`src/rtl/ex_mem_alu_stage.sv`:
```
// ---------------------------------------------------------------------------
// ex_mem_alu_stage
//
// Execute stage of the pipeline: a combinational 32-bit ALU selected by the
// 4-bit operation code from ALU control, followed by the EX/MEM pipeline
// register that carries the result to the memory stage.
//
// Ports:
//   i_clk, i_reset        clock; synchronous active-high reset
//   i_operation           ALU op code (see table in the ALU block)
//   i_op_a, i_op_b        operands after forwarding / immediate mux
//   i_shamt               instruction shamt field (SLL/SRL/SRA)
//   i_store_data          rt value for stores, passed through
//   i_rd_addr             destination register, passed through
//   i_reg_write, i_mem_read, i_mem_write, i_mem_to_reg
//                         MEM/WB control, passed through
//   i_valid               ID/EX holds a real instruction
//   i_stall, i_flush      hazard-unit hold / bubble requests
//   o_alu_comb            unregistered ALU result for the forwarding unit
//   o_result, o_zero, o_store_data, o_rd_addr, o_reg_write, o_mem_read,
//   o_mem_write, o_mem_to_reg, o_valid
//                         EX/MEM register contents
//
// Pipeline-control semantics: i_valid only qualifies the instruction; it is
// stored and forwarded as-is and never gates the controls (decode already
// did that). On each rising edge the register is updated with priority
// reset > flush > stall > load. Reset and flush both load a bubble (all
// zero, o_zero = 1); stall holds every registered output; otherwise the
// register captures the current ALU result and pass-through inputs.
// ---------------------------------------------------------------------------
module ex_mem_alu_stage #(
  parameter int NB_DATA = 32,
  parameter int NB_REG  = 5
) (
  input  logic               i_clk,
  input  logic               i_reset,
  input  logic [3:0]         i_operation,
  input  logic [NB_DATA-1:0] i_op_a,
  input  logic [NB_DATA-1:0] i_op_b,
  input  logic [4:0]         i_shamt,
  input  logic [NB_DATA-1:0] i_store_data,
  input  logic [NB_REG-1:0]  i_rd_addr,
  input  logic               i_reg_write,
  input  logic               i_mem_read,
  input  logic               i_mem_write,
  input  logic               i_mem_to_reg,
  input  logic               i_valid,
  input  logic               i_stall,
  input  logic               i_flush,
  output logic [NB_DATA-1:0] o_alu_comb,
  output logic [NB_DATA-1:0] o_result,
  output logic               o_zero,
  output logic [NB_DATA-1:0] o_store_data,
  output logic [NB_REG-1:0]  o_rd_addr,
  output logic               o_reg_write,
  output logic               o_mem_read,
  output logic               o_mem_write,
  output logic               o_mem_to_reg,
  output logic               o_valid
);

  localparam logic [3:0] OP_ADD  = 4'd0;
  localparam logic [3:0] OP_SUB  = 4'd1;
  localparam logic [3:0] OP_AND  = 4'd2;
  localparam logic [3:0] OP_OR   = 4'd3;
  localparam logic [3:0] OP_XOR  = 4'd4;
  localparam logic [3:0] OP_NOR  = 4'd5;
  localparam logic [3:0] OP_SLT  = 4'd6;
  localparam logic [3:0] OP_SLL  = 4'd7;
  localparam logic [3:0] OP_SRL  = 4'd8;
  localparam logic [3:0] OP_SRA  = 4'd9;
  localparam logic [3:0] OP_SLLV = 4'd10;
  localparam logic [3:0] OP_SRLV = 4'd11;
  localparam logic [3:0] OP_SRAV = 4'd12;
  localparam logic [3:0] OP_LUI  = 4'd13;

  logic [4:0]         var_amt;
  logic [NB_DATA-1:0] alu_res;
  logic               alu_zero;

  // Variable shifts take their amount from the low 5 bits of operand A.
  assign var_amt = i_op_a[4:0];

  always_comb begin
    alu_res = '0;
    unique case (i_operation)
      OP_ADD:  alu_res = i_op_a + i_op_b;
      OP_SUB:  alu_res = i_op_a - i_op_b;
      OP_AND:  alu_res = i_op_a & i_op_b;
      OP_OR:   alu_res = i_op_a | i_op_b;
      OP_XOR:  alu_res = i_op_a ^ i_op_b;
      OP_NOR:  alu_res = ~(i_op_a | i_op_b);
      OP_SLT:  alu_res = {{(NB_DATA-1){1'b0}}, ($signed(i_op_a) < $signed(i_op_b))};
      OP_SLL:  alu_res = i_op_b << i_shamt;
      OP_SRL:  alu_res = i_op_b >> i_shamt;
      OP_SRA:  alu_res = $signed(i_op_b) >>> i_shamt;
      OP_SLLV: alu_res = i_op_b << var_amt;
      OP_SRLV: alu_res = i_op_b >> var_amt;
      OP_SRAV: alu_res = $signed(i_op_b) >>> var_amt;
      OP_LUI:  alu_res = {i_op_b[15:0], {(NB_DATA-16){1'b0}}};
      default: alu_res = '0;  // codes 14 and 15 are unused
    endcase
  end

  assign alu_zero   = (alu_res == '0);
  assign o_alu_comb = alu_res;

  // EX/MEM register. Reset and flush load the same bubble; reset is listed
  // first so it wins over everything, flush wins over a simultaneous stall.
  always_ff @(posedge i_clk) begin
    if (i_reset || i_flush) begin
      o_result     <= '0;
      o_zero       <= 1'b1;
      o_store_data <= '0;
      o_rd_addr    <= '0;
      o_reg_write  <= 1'b0;
      o_mem_read   <= 1'b0;
      o_mem_write  <= 1'b0;
      o_mem_to_reg <= 1'b0;
      o_valid      <= 1'b0;
    end else if (!i_stall) begin
      o_result     <= alu_res;
      o_zero       <= alu_zero;
      o_store_data <= i_store_data;
      o_rd_addr    <= i_rd_addr;
      o_reg_write  <= i_reg_write;
      o_mem_read   <= i_mem_read;
      o_mem_write  <= i_mem_write;
      o_mem_to_reg <= i_mem_to_reg;
      o_valid      <= i_valid;
    end
  end

endmodule

```
`config.mk`:
```
export PLATFORM = sky130hd
export DESIGN_NAME = ex_mem_alu_stage
export DESIGN_NICKNAME = d
export VERILOG_FILES = /design/src/rtl/ex_mem_alu_stage.sv
export SDC_FILE = /design/constraint.sdc
export NUM_CORES = 1
export LEC_CHECK = 0
export BUFFER_PORTS_ARGS = -buffer_cell sky130_fd_sc_hd__buf_4
export CELL_PAD_IN_SITES_DETAIL_PLACEMENT = 1
export CELL_PAD_IN_SITES_GLOBAL_PLACEMENT = 1
export CORE_MARGIN = 2
export CORE_UTILIZATION = 46
export CTS_CLUSTER_SIZE = 12
export DETAILED_ROUTE_END_ITERATION = 6
export PLACE_DENSITY_LB_ADDON = 0.1
export RECOVER_POWER = 50
export SLEW_MARGIN = 15
export SYNTH_ARGS = -nofsm -noshare
export SYNTH_HDL_FRONTEND = slang
export SYNTH_SLANG_ARGS = --single-unit
```
`constraint.sdc`:
```
create_clock -name i_clk -period 11.6 [get_ports i_clk]
set_clock_uncertainty 0.1 [all_clocks]
set_input_delay 2.32 -clock i_clk [delete_from_list [all_inputs] [get_ports i_clk]]
set_output_delay 2.32 -clock i_clk [all_outputs]
set_load 0.01 [all_outputs]
```
==> impl_metrics.toml <==
[place]
pre_cts_slack_ps = 2230
gp_congestion = 1.16
placed_cells = 2521
portBuffers = 225
dp_hpwl_mm = 65.7

[hold_path]
hold_path_class = "reg -> reg"
hold_depth = 2

[drt]
wl_per_cell_um = 33.6
vias = 18900
wl_mm = 85.4
firstDrtPassIters = 6
ant_nets = 0
vias_per_cell = 7.44
drt_iter0_markers = 2955
drc = 0

[yosys]
syn_avg_cell_area_sq_um = 7.17
synth_edf_count = 0
async_reset_ff_share_pct = 0
ys_types = 97
seq_area_frac_synth_pct = 10.3
ys_top_cells_by_count = "247 x mux2i_1, 208 x nor2_1, 184 x nand2_1"
yosysTopAreaCellShare_pct = 17.0
syn_nets = 2252
ys_ff_latch = 75
ys_warn_count = 0
synthFlopType = "dfxtp_1"
synth.most_common_cell = "mux2i_1"
synth_top_cells_by_area = "mux2i_1 17%, dfxtp_1 10%, ha_1 8.6%, a21oi_1 5.5%, nor2_1 5.4%"
synth_area_sq_um = 14600
yosys.area.top_type = "mux2i_1"
syn_inst = 2031

[final_layout]
n_fill_cell = 4107
top_regs = "o_result x32, o_store_data x32, o_rd_addr x5"
drive_above_1_share_pct = 12.5
fin_cells = 2542
ff_latch_area_sq_um = 1500
syn_to_final_growth_pct = 12.4
multi_input_area_sq_um = 11900
nNetsFinal = 2352

[setup_path]
crit_fanout = 14
reg2reg_from = "o_result[18]"
critPathKind = "in -> out"
critPathArrivalTime_ps = 7240
required_ps = 9180
critPathLaunch = "i_op_a[1]"
crit_end = "o_alu_comb[30]"
worstSetupEndpointType = "output port"
reg2reg_slack_ps = 10660
worstReg2RegEnd = "o_result[18]"
startpoint_type = "primary input"
rr_worst_depth = 2

[die]
die_y_um = 182
fp-row-count = 65
pin_count = 226
initial_utilization_pct = 46.4
fp.dieW_um = 182
core_area_sq_um = 31400
die_area_sq_um = 33100

[clock_tree]
cts_resized = 0
clkTransAtPathRegs_ps = 60
insertion_delay_ps = 340
htreeDepth = 3
cts_buffer_depth = 2
cts_tree = "built"
clock-root-buffer = "clkbuf_16"
clock-sinks = 75
cts_buffers = 9
postCtsSetupBuffers = 0
holdBufCountCts = 0

[power_and_ir_drop]
leakage_nw = 7.15
p_sw_w = 0.000702
clockPowerShare_pct = 20.9
p_int_w = 0.000713
p_comb_share_pct = 59.8
switching_share_pct = 49.6
vdd_drop_max_v = 0.0000749
p_per_area_nw_per_um2 = 86.5
sequentialPowerShare_pct = 19.3

[sta]
setup_violations = 0
maxSlewViolCount = 65
fmax_mhz = 104
finalCriticalPeriod_ps = 9660
setup_ws_ps = 1940
setup_tns_ps = 0
hold_slack_ps = 385
final_hold_viol_count = 0
max-slew-margin-rel_pct = -89.3
rsz0062_at_grt = "false"
tightest_slew_ps = 2840
period_share_pct = 83.3

[outcome]
failed_checks = "capacitance limit, slew limit"
status = "finished with violations"

[flow_run]
drv_cap = 1

[global_route]
overflow = 0
grt_pass1_wl_mm = 124
grt_pass1_vias = 18300
grt_max_degree = 65
track_usage_pct = 50.0
antenna_found_initial = 7
stage by stage:
step	instance area (sq um)	total power [W]	util, %
2_1_floorplan	14600	0.000750	-
3_3_place_gp	16300	0.00106	52.0
3_5_place_dp	16300	0.00108	52.0
4_1_cts	16600	0.00138	53.0
5_1_grt	16400	0.00146	52.1
6_report	16400	0.00142	52.1
power groups by stage:
stage	registers, W	logic [W]	clock network (W)
after floorplan	0.000283	0.000467	0
after CTS	0.000274	0.000806	0.000301
after detailed placement	0.000279	0.000800	0
after global routing	0.000274	0.000870	0.000312
final	0.000274	0.000846	0.000295
after global placement	0.000278	0.000782	0
kinds of logic after synthesis:
logic type | count (synthesis) | share of synthesized area, %
AO/OA/AOI/OAI | 646 | 30.7
AND/OR/NAND/NOR | 632 | 20.7
buffers and inverters | 287 | 8.34
XOR/XNOR | 14 | 0.842
adder cells (fa/ha/maj) | 102 | 8.87
flip-flops | 75 | 10.3
multiplexers | 275 | 20.2
worst min-delay path by stage:
stage                     slack, ps     endpoint         from
after detailed placement        380  o_result[5]  o_result[5]
final                           380  o_result[5]  o_result[5]
after CTS                       390  o_result[5]  o_result[5]
after global routing            420  o_result[5]  o_result[5]
after global placement          370       o_zero       o_zero
after floorplan                 400  o_result[5]  o_result[5]
metal layers:
layer / vias to the layer above / share of wire [%] / global-route usage, %
met2: 1567 / 41 / 73.9
met3: 399 / 13 / 16.2
met4: 4 / 8.9 / 34.9
met1: 9146 / 37 / 61.2
met5: - / 0.036 / 0
li1: 7801 / - / -
worst max-delay path, stage by stage:
cell and delay [ps]:
buf_4 210, clkinv_1 500, fa_1 650, nand2b_1 220
a211oi_1 630, o21ai_0 330, a21oi_1 420, a21oi_1 310
o31ai_1 410, o21ai_0 220, o21ai_0 290, o221ai_1 170
nand2_1 100, o2111ai_1 220, buf_4 240
cells in the final DEF (no fill, tap or decap), drive strengths merged, types with 24 or more instances in the layout:
master and count:
buf 190, a31oi 25, o211ai 41, nand2b 31
dfxtp 75, nor4 24, a22oi 46, a21oi 161
nor3 45, nor2 209, a221oi 30, a211oi 26
inv 111, mux2i 256, nand3 47, o21ai 86
nand2 184, clkbuf 87, ha 100
area by class of cell:
| type | count | share of cell area [%] |
|---|---|---|
| diodes | 4 | 0.0612 |
| well taps | 402 | 3.07 |
| flip-flops and latches | 75 | 9.18 |
| clock inverters | 6 | 0.436 |
| repair buffers | 267 | 10.5 |
| clock buffers | 10 | 1.46 |
| inverters | 109 | 2.50 |
| multi-input cells | 1669 | 72.8 |
(Power assumes the default switching activity.)
